--- src/rtl/clock_display_scanner.sv ---
// Scans sec/min/hour onto a 6-digit multiplexed 7-segment display (HH.MM.SS).
// Optional feature: define CLOCK_DISP_LZB_EN to blank a leading zero in the hour tens digit.
module clock_display_scanner #(
    parameter int P_SCAN_DIV = 1000,
    parameter int P_SCAN_BIT = 10,
    parameter int P_SEC_BIT  = 6,
    parameter int P_MIN_BIT  = 6,
    parameter int P_HOUR_BIT = 5
) (
    input  logic                  clk,
    input  logic                  reset,
    input  logic                  i_en,
    input  logic [P_SEC_BIT-1:0]  i_sec,
    input  logic [P_MIN_BIT-1:0]  i_min,
    input  logic [P_HOUR_BIT-1:0] i_hour,
    output logic [5:0]            o_digit_sel,
    output logic [6:0]            o_seg,
    output logic                  o_dp,
    output logic                  o_frame_tick
);

    localparam logic [P_SCAN_BIT-1:0] DIV_LAST = P_SCAN_BIT'(P_SCAN_DIV - 1);
    localparam logic [2:0]            IDX_LAST = 3'd5;

    // Tens digit saturates at 6, so values 60..63 read literally as "6x".
    function automatic logic [7:0] bcd_split(input logic [7:0] v);
        if (v >= 8'd60) return {4'd6, 4'(v - 8'd60)};
        if (v >= 8'd50) return {4'd5, 4'(v - 8'd50)};
        if (v >= 8'd40) return {4'd4, 4'(v - 8'd40)};
        if (v >= 8'd30) return {4'd3, 4'(v - 8'd30)};
        if (v >= 8'd20) return {4'd2, 4'(v - 8'd20)};
        if (v >= 8'd10) return {4'd1, 4'(v - 8'd10)};
        return {4'd0, v[3:0]};
    endfunction

    function automatic logic [6:0] glyph(input logic [3:0] n);
        case (n)
            4'd0:    return 7'h3F;
            4'd1:    return 7'h06;
            4'd2:    return 7'h5B;
            4'd3:    return 7'h4F;
            4'd4:    return 7'h66;
            4'd5:    return 7'h6D;
            4'd6:    return 7'h7D;
            4'd7:    return 7'h07;
            4'd8:    return 7'h7F;
            4'd9:    return 7'h6F;
            default: return 7'h00;
        endcase
    endfunction

    logic [P_SCAN_BIT-1:0] div_p0;
    logic [2:0]            idx_p0;
    logic [P_SEC_BIT-1:0]  snap_sec_p0;
    logic [P_MIN_BIT-1:0]  snap_min_p0;
    logic [P_HOUR_BIT-1:0] snap_hour_p0;
    logic                  frame_pend_p0;

    logic scan_tick;
    logic frame_end;

    assign scan_tick = i_en && (div_p0 == DIV_LAST);
    assign frame_end = scan_tick && (idx_p0 == IDX_LAST);

    // Stage p0: scan divider, digit index and per-frame time snapshot
    always_ff @(posedge clk) begin
        if (reset) begin
            div_p0        <= '0;
            idx_p0        <= '0;
            snap_sec_p0   <= '0;
            snap_min_p0   <= '0;
            snap_hour_p0  <= '0;
            frame_pend_p0 <= 1'b0;
        end else if (!i_en) begin
            div_p0        <= '0;
            idx_p0        <= '0;
            snap_sec_p0   <= i_sec;
            snap_min_p0   <= i_min;
            snap_hour_p0  <= i_hour;
            frame_pend_p0 <= 1'b0;
        end else begin
            frame_pend_p0 <= frame_end;
            if (scan_tick) begin
                div_p0 <= '0;
                idx_p0 <= (idx_p0 == IDX_LAST) ? 3'd0 : idx_p0 + 3'd1;
            end else begin
                div_p0 <= div_p0 + P_SCAN_BIT'(1);
            end
            if (frame_end) begin
                snap_sec_p0  <= i_sec;
                snap_min_p0  <= i_min;
                snap_hour_p0 <= i_hour;
            end
        end
    end

    logic [7:0] field_p0;
    logic [7:0] bcd_p0;
    logic [3:0] nibble_p0;
    logic       blank_p0;

    always_comb begin
        field_p0  = '0;
        bcd_p0    = '0;
        nibble_p0 = '0;
        blank_p0  = 1'b0;
        case (idx_p0)
            3'd0, 3'd1: field_p0 = 8'(snap_sec_p0);
            3'd2, 3'd3: field_p0 = 8'(snap_min_p0);
            default:    field_p0 = 8'(snap_hour_p0);
        endcase
        bcd_p0    = bcd_split(field_p0);
        // Odd slots carry the tens digit of their field.
        nibble_p0 = idx_p0[0] ? bcd_p0[7:4] : bcd_p0[3:0];
`ifdef CLOCK_DISP_LZB_EN
        blank_p0  = (idx_p0 == IDX_LAST) && (bcd_p0[7:4] == 4'd0);
`else
        blank_p0  = 1'b0;
`endif
    end

    // Stage p1: registered display outputs; the frame tick is delayed one
    // cycle so it lines up with digit 0 of the new frame on the pins.
    always_ff @(posedge clk) begin
        if (reset) begin
            o_digit_sel  <= '0;
            o_seg        <= '0;
            o_dp         <= 1'b0;
            o_frame_tick <= 1'b0;
        end else begin
            o_digit_sel  <= i_en ? (6'b000001 << idx_p0) : 6'b000000;
            o_seg        <= (i_en && !blank_p0) ? glyph(nibble_p0) : 7'h00;
            o_dp         <= i_en && ((idx_p0 == 3'd2) || (idx_p0 == 3'd4));
            o_frame_tick <= i_en && frame_pend_p0;
        end
    end

endmodule
--- config.mk ---
export PLATFORM = sky130hd
export DESIGN_NAME = clock_display_scanner
export DESIGN_NICKNAME = d
export VERILOG_FILES = /design/src/rtl/clock_display_scanner.sv
export SDC_FILE = /design/constraint.sdc
export NUM_CORES = 1
export LEC_CHECK = 0
export ABC_AREA = 1
export CAP_MARGIN = 10
export CORE_UTILIZATION = 40
export CTS_BUF_LIST = sky130_fd_sc_hd__clkbuf_8
export DETAILED_ROUTE_END_ITERATION = 6
export HOLD_SLACK_MARGIN = 0.12
export PLACE_DENSITY = 0.73
export SLEW_MARGIN = 5
export SYNTH_ARGS = -nofsm -noshare
export SYNTH_HDL_FRONTEND = slang
export SYNTH_SLANG_ARGS = --single-unit
--- constraint.sdc ---
create_clock -name clk -period 2.8 [get_ports clk]
set_input_delay 0.56 -clock clk [delete_from_list [all_inputs] [get_ports clk]]
set_output_delay 0.56 -clock clk [all_outputs]
set_load 0.01 [all_outputs]
==> results of run 1 <==
## worst reg2reg max path: cells and delay by family (launching register included)
family | cells | cell delay (ns)
buffers and inverters | 2 | 0.29
AND/OR/NAND/NOR | 19 | 1.49
flip-flops | 1 | 0.40
adder cells (fa/ha/maj) | 2 | 0.42
## flip-flops by register name, summed over array words and instances (netlist names), 3 cells and up
| name | flops |
|---|---|
| idx_p0 | 3 |
| o_seg | 7 |
| o_digit_sel | 6 |
| snap_sec_p0 | 6 |
| snap_min_p0 | 6 |
| div_p0 | 10 |
| snap_hour_p0 | 5 |
## final timing paths
check / from / end / slack [ns] / depth (start not counted)
hold / removal: frame_pend_p0 / o_frame_tick / 0.44 / 2
hold reg to reg: frame_pend_p0 / o_frame_tick / 0.44 / 2
setup / recovery: idx_p0[1] / o_seg[5] / 0.11 / 23
setup reg to reg: idx_p0[1] / o_seg[5] / 0.11 / 23
## synthesized netlist by cell type (2+ instances only)
master,n,area (um^2)
sky130_fd_sc_hd__nand2_2,12,75.1
sky130_fd_sc_hd__or2_2,2,12.5
sky130_fd_sc_hd__dfxtp_1,46,921
sky130_fd_sc_hd__a211oi_1,6,45.0
sky130_fd_sc_hd__o21ai_0,6,30.0
sky130_fd_sc_hd__nand3_1,24,120
sky130_fd_sc_hd__inv_1,36,135
sky130_fd_sc_hd__clkbuf_1,6,22.5
sky130_fd_sc_hd__inv_2,7,26.3
sky130_fd_sc_hd__nor2_2,6,37.5
sky130_fd_sc_hd__nor3_1,7,35.0
sky130_fd_sc_hd__o211ai_1,2,15.0
sky130_fd_sc_hd__nor2_4,2,22.5
sky130_fd_sc_hd__nor2_1,49,184
sky130_fd_sc_hd__buf_6,2,22.5
sky130_fd_sc_hd__nor3b_1,2,15.0
sky130_fd_sc_hd__nor4_1,2,12.5
sky130_fd_sc_hd__nand3_4,2,35.0
sky130_fd_sc_hd__nand2_1,89,334
sky130_fd_sc_hd__a21oi_1,21,105
sky130_fd_sc_hd__ha_1,14,175
## final cells by class
cell class              instances  share of cell area, %
flip-flops and latches         46                   27.5
repair buffers                 60                   16.4
inverters                      44                   5.27
clock buffers                   5                   2.04
multi-input cells             260                   44.7
clock inverters                 3                   1.22
well taps                      75                   2.78
## metrics by stage
stage | hold slack, ns | setup TNS (ns) | worst slack [ns]
after floorplan | 0.402 | 0 | 0.126
after global placement | 0.422 | 0 | 0.0989
after detailed placement | 0.425 | -0.00673 | -0.00673
after CTS | 0.439 | 0 | 0.0273
after global routing | 0.475 | -0.196 | -0.0747
final | 0.438 | 0 | 0.108
## power groups by stage
stage / Clock [uW] / Sequential (uW) / Combinational [uW]
5_1_grt: 519 / 696 / 404
3_3_place_gp: 0 / 709 / 295
3_5_place_dp: 0 / 709 / 301
2_1_floorplan: 0 / 714 / 196
6_report: 486 / 693 / 365
4_1_cts: 501 / 694 / 306
## cells by family after synthesis
| logic type | Yosys count | share of synthesized area (%) |
|---|---|---|
| buffers and inverters | 52 | 8.36 |
| DFF | 46 | 36.6 |
| and+or+nand+nor | 203 | 37.5 |
| AOI/OAI and AO/OA | 42 | 10.2 |
| xor gates and xnor gates | 1 | 0.348 |
| adders and majority gates | 14 | 6.97 |
## repair_timing
| action | in CTS | in global routing |
|---|---|---|
| endpoints found under the hold margin | 0 | 0 |
| resized for setup | 4 | 40 |
| hold buffers | 0 | 0 |
| setup endpoints to repair | 2 | 7 |
| buffers inserted | 2 | 18 |
| pin swaps | 1 | 21 |
## metal layers
metal  vias to the layer above  part of all wire, %  global-route usage (%)
li1                       1250                    -                       -
met1                      1120                   45                    21.2
met2                        53                   51                    30.8
met3                        11                  2.9                    2.81
met4                         0                  1.3                    5.36
met5                         -                    0                       0
==> results.txt, run 1 <==
Summed over all cells, the static leakage comes to 0.00144 uW. The die outline width is 81.3 um. The required time of the critical path is 3.00 ns.

During I/O placement, the number of pins put on the boundary was 35. In this run the worst hold path is classified as reg -> reg. The remaining max-slew budget at the tightest pin is 60.3%. The number of flops mapped to enable cells by yosys is 0.

The data arrival time at the worst-slack endpoint is 2.89 ns. The core occupancy in the finished layout came out at 56.3%. The HPWL reported at the end of detailed placement is 4.06 mm. The total of warnings raised by yosys came out at 0.

The capturing element type of the critical path is a register. The delay of the slowest cell on the worst path is 0.40 ns. Counting the fill cells in the layout gives 539. The die outline area came out at 6600 um^2. Summing all multi-input logic gate instances after layout gives 1510 um^2. Setup violations remaining at the end of the flow were counted as 0. The count of cells in the finished layout, fillers not included, comes to 493. The first-pass GRT wire length is 8.94 mm. When the netlist entered floorplanning its net count stood at 392. Based on the critical path, the design can be clocked at up to 0.371 GHz. The number of global-route vias before repair is 2,126.

The number of nets with antenna violations after routing came out at 0. The number of CTS-inserted buffers is 5. Across the routed clock network, the largest skew measured is 0.0110 ns. The start-to-end type of the worst setup path is reg -> reg. Leaving out fill and tap cells, the most frequent cell in the layout is sky130_fd_sc_hd__nand2_1. The most common cell type on the critical path is sky130_fd_sc_hd__nand2_1. The critical path contains buffers and inverters numbering 2 combined. The post-route fraction of the period consumed by the critical path came out at 96.1%. The initial cell density of the core came out at 42.0%. The measured slew at the worst slew-check pin is 0.595 ns. In the synthesized netlist the async set-or-reset flop fraction comes to 0%. TritonCTS built the clock tree.

The mean instance size in the synthesized netlist came out at 7.02 um^2. Among all stages on the critical path, the largest delay is contributed by sky130_fd_sc_hd__dfxtp_4. The post-detailed-route wirelength per cell is 12.0 um.

The placed cell area came out at 2950 um^2. Global routing finished with a remaining overflow of 0. The clock group share of total power is 31.5%. The run finished with clean final reports.

The number of storage elements in the synthesis netlist is 46. The post-synthesis sequential area ratio is 36.6%. Summed over all layers, the routed wires come to 5.92 mm. The most used flip-flop cell after synthesis is sky130_fd_sc_hd__dfxtp_1. Cell internal power was estimated by the tool at 1110 uW. The share of cells above drive strength 1 came out at 22.5%. The post-route standard cell area excluding fillers came out at 3370 um^2. The height of the die came out at 81.3 um. The max-slew violation count is 0.

The number of max-capacitance violations reported came out at 0. The number of design-rule violations left by the first detailed-router iteration came out at 94. The count of mapped cells out of synthesis came out at 358.

The number of iterations in the first detailed-routing pass came out at 5. The total global-route track usage is 17.3%. The number of H-tree levels came out at 2. Walking the worst path, the cells encountered are buf_8 > nor2_8 > nand2_2 > nand3_4 > ha_4 > nor2_2 > nand2_1 > nor2_2 > nand2_2 > nand2_2 > nand2_1 > nand2_1 > nand2_1 > nand2_1 > nand2_1 > nand3_2 > nand2_4 > buf_4 > ha_1 > nand3_2 > nand2_1 > nor2_1 > nor2_1.

The power density relative to cell area came out at 458 nW/um^2. The placer congestion estimate came out at 0.920. In this design, the largest share of critical-path delay is due to simple AND/OR/NAND/NOR gates.

The number of buffers inserted by port buffering is 34. The area of the core is 5990 um^2. The area of the mapped netlist is 2510 um^2. The hold violation total from the final report is 0. The area overhead of the layout relative to synthesis is 34.1%. The maximum clock path buffer count is 2.

The clock reaches the later pin of the worst-skew pair after 0.30 ns. Setup repair after global routing could not meet its margin everywhere. The power share of the combinational group is 23.7%.

The total number of vias came out at 2,434. In this run the clock root is driven by a sky130_fd_sc_hd__clkbuf_8. The synthesized netlist contains 36 unique library cells. The maximum number of pins on one net before global-route repair came out at 23. In the routed design, unresolved DRC markers number 0.

The number of antenna diodes in the final layout is 0. The switching power is 438 uW. The post-route minimum period came out at 2.69 ns.

The worst-case IR drop observed on VDD is 0.375 mV. CTS saw 46 sinks. Summing internal, switching and leakage power gives 1540 uW. The sequential group share of total power is 44.9%.

The per-cell via count in the routed design is 4.94. The sequential standard cell area is 928 um^2. Including well taps, the total number of placed cells is 465.

The number of antenna violations at the first check in global routing is 0. The library cells used most frequently in the layout, excluding fill and tap cells, are sky130_fd_sc_hd__nand2_1 (86), sky130_fd_sc_hd__nor2_1 (44), sky130_fd_sc_hd__dfxtp_1 (44). The worst setup path is launched from a register.

In this run the core area contains 28 standard-cell rows. The final layout contains 451 nets. Clock-pin slew was measured on the worst setup and hold paths at 0.08 ns.

In this run switching power makes up 28.4% of total power. Of all nets on the critical path, the largest fanout is 6.
No activity file was read; power rests on OpenSTA's default activity.
==> run 2, diff against run 1 <==
--- a/config.mk
+++ b/config.mk
@@ -7,6 +7,7 @@
 export LEC_CHECK = 0
 export ABC_AREA = 1
 export CAP_MARGIN = 10
+export CORE_MARGIN = 8
 export CORE_UTILIZATION = 40
 export CTS_BUF_LIST = sky130_fd_sc_hd__clkbuf_8
 export DETAILED_ROUTE_END_ITERATION = 6
==> results.txt, run 2 (synthesized netlist as in run 1, its figures left out) <==
The run finished with clean final reports. In the final layout, the registers with the most flip-flops are div_p0: 10 flops, o_seg: 7 flops. The total buffers and inverters traversed by the critical path is 7 (+5). The net total in the final layout came out at 446 (-1.1%). The path class of the tightest hold or removal check is reg -> reg.

The area of the multi-input gates is 1500 um^2 (-0.33%). The amount of wire on met2 after detailed routing came out at 2.95 mm (-2.3%). The final global-route overflow total is 0 (unchanged). The highest routing layer actually used is met4.

The number of I/O pins is 35 (unchanged). In this run the clock root is driven by a sky130_fd_sc_hd__clkbuf_8. The final setup violation count came to 0 (unchanged). The final setup slack of the worst path came out at 0.127 ns (+0.0186 ns).

The remaining max-slew budget at the tightest pin is 59.6% (-0.75 points). Relative to the synthesized area, the layout overhead comes to 31.6%. The hold violation total from the final report came out at 0 (unchanged). The start-to-end type of the worst setup path is reg -> reg.

The power density relative to cell area came to 448 nW/um^2 (-2.1%). The sequential standard cell area is 928 um^2 (unchanged). The number of iterations in the first detailed-routing pass came out at 4 (-1).

The post-detailed-route wirelength per cell is 12.1 um (+1.1%). The number of buffers inserted by port buffering is 34 (unchanged). The worst-case setup slack after placement is 0.0383 ns (+0.0451 ns). The clock-pin transition on the worst setup and hold timing paths came out at 0.08 ns (about the same).

The number of design-rule violations left by the first detailed-router iteration was 109 (+16%). The clock insertion delay at the later pin of the skew report is 0.30 ns (about the same). The total number of vias came out at 2,396 (-1.6%). The data arrival time at the worst-slack endpoint is 2.87 ns (-0.02 ns). The worst hold slack across all endpoints is 0.443 ns (+0.00591 ns).

The initial cell density of the core came out at 40.5% (-1.4 points). The register with the highest flop count is div_p0. The hold buffer count at CTS is 0 (unchanged).

The die outline area came out at 9080 um^2 (+37%). The flip-flop count of the largest register after layout is 10 (unchanged). The sum of met3 wire segment lengths after detailed routing came out at 285 um (+64%). The delay of the slowest cell on the worst path is 0.38 ns (-0.02 ns). The core occupancy in the finished layout was 53.3% (-3.0 points). The worst setup path is launched from a register. The post-route fraction of the period consumed by the critical path came out at 95.5% (-0.66 points). The number of antenna violations at the first check in global routing came out at 0 (unchanged). The area of the core is 6200 um^2 (+3.6%). The number of placement rows came to 29 (+3.6%). The share of cells above drive strength 1 came to 22.3% (-0.21 points).

The total global-route track usage is 12.8% (-4.5 points). The number of nets with antenna violations after routing is 0 (unchanged). The required time of the critical path is 3.00 ns (about the same). The cell depth of the worst setup path came out at 25 (+8.7%). In the layout the commonest cells are sky130_fd_sc_hd__nand2_1 (83), sky130_fd_sc_hd__dfxtp_1 (44), sky130_fd_sc_hd__nor2_1 (43).

The number of max-capacitance violations reported is 0 (unchanged). The worst-case clock skew is 0.00927 ns (-0.00172 ns). The maximum clock path buffer count is 2 (unchanged). The number of H-tree levels is 2 (unchanged). The total leakage power is 0.00141 uW (-2.2%). The per-cell via count in the routed design is 4.89 (-0.96%).

The met1 wire length is 2.55 mm (-3.4%). The timing-limited maximum frequency is 0.374 GHz (+0.70%). The measured slew at the worst slew-check pin came to 0.606 ns (+0.0113 ns).

The most common cell type on the critical path is sky130_fd_sc_hd__nand2_2. The total power of the final layout is 1480 uW (-4.0%). The HPWL reported at the end of detailed placement came out at 4.31 mm (+6.1%).

The maximum vdd ir drop was 0.328 mV (-12%). The post-route minimum period is 2.67 ns (-0.0186 ns). TritonCTS built the clock tree.

The leading cell type in the layout, fill and taps excluded is sky130_fd_sc_hd__nand2_1. The number of CTS-inserted buffers is 5 (unchanged). Setup repair after global routing could not meet its margin everywhere. The placer congestion estimate is 0.892 (-3.1%). The antenna diode count was 0 (unchanged). The max-slew violation count is 0 (unchanged). The maximum number of pins on one net before global-route repair is 23 (unchanged). The sum of negative setup slack is 0 ns (unchanged).

On the critical path, the stage with the largest delay is an instance of sky130_fd_sc_hd__dfxtp_4. The worst reg-to-reg path cell count came to 25 (+8.7%). The die outline width came out at 95.3 um (+17%). The height of the die is 95.3 um (+17%).

The number of global-route vias before repair came out at 2,228 (+4.8%). The category of cells accounting for the largest share of critical-path delay is simple AND/OR/NAND/NOR gates. The cell depth of the worst min-delay path came out at 2 (unchanged). The top fanout value on the critical path came out at 6 (unchanged). The remaining design rule violation count is 0 (unchanged). The CTS sink count came out at 46 (unchanged). The number of filler instances in the final layout came out at 584 (+8.3%). The first-pass GRT wire length came out at 9.44 mm (+5.6%). The routed wire length came out at 5.95 mm (+0.52%). STA classifies the critical path endpoint as a register.
run 2: changes by cell type in the layout (fill, tap and decap cells not counted), sizes merged:
cell,before,now
bufinv,1,0
clkinv,1,2
clkinvlp,1,0
buf,26,21
clkbuf,5,7
inv,44,43
run 2: path summary, 6_finish.rpt:
check,from,end,slack (ns)
hold / removal,frame_pend_p0,o_frame_tick,0.44
setup / recovery,idx_p0[2],o_seg[4],0.13
hold reg to reg,frame_pend_p0,o_frame_tick,0.44
setup reg to reg,idx_p0[2],o_seg[4],0.13
run 2: area by class of cell:
| type | count | area share [%] |
|---|---|---|
| inverter | 44 | 5.14 |
| clock buffer | 7 | 2.91 |
| sequential | 46 | 28.1 |
| clock inverter | 1 | 0.265 |
| multi-input combinational | 260 | 45.4 |
| timing repair buffer | 55 | 15.3 |
| tap | 77 | 2.91 |
run 2: what timing repair did:
item | CTS | global route
endpoints found under the hold margin | 0 | 0
gates resized for setup | 0 | 38
setup endpoints to repair | 0 | 7
setup buffers | 0 | 10
run 2: routing by layer:
layer  global-route usage (%)  vias up
met5                        0        -
met4                     5.85        0
met3                     2.99       17
met2                     22.5       62
met1                     14.4     1072
li1                         -     1245
run 2: tightest hold or removal path: cells and delay by family (launching register included):
family           cells  cell delay [ns]
flip-flops           1             0.31
AND/OR/NAND/NOR      2             0.10
run 2: power by group:
| part | leakage, uW | switching (uW) | internal [uW] |
|---|---|---|---|
| combinational | 0.000978 | 196 | 153 |
| sequential | 0.000378 | 11.4 | 681 |
| clock | 0.0000544 | 214 | 226 |
| total | 0.00141 | 422 | 1060 |
run 2: through the flow:
stage,instances,cell area [um^2]
final,490,3310
after global routing,490,3310
after CTS,480,3090
after detailed placement,472,2990
after global placement,472,2990
after floorplan,358,2510
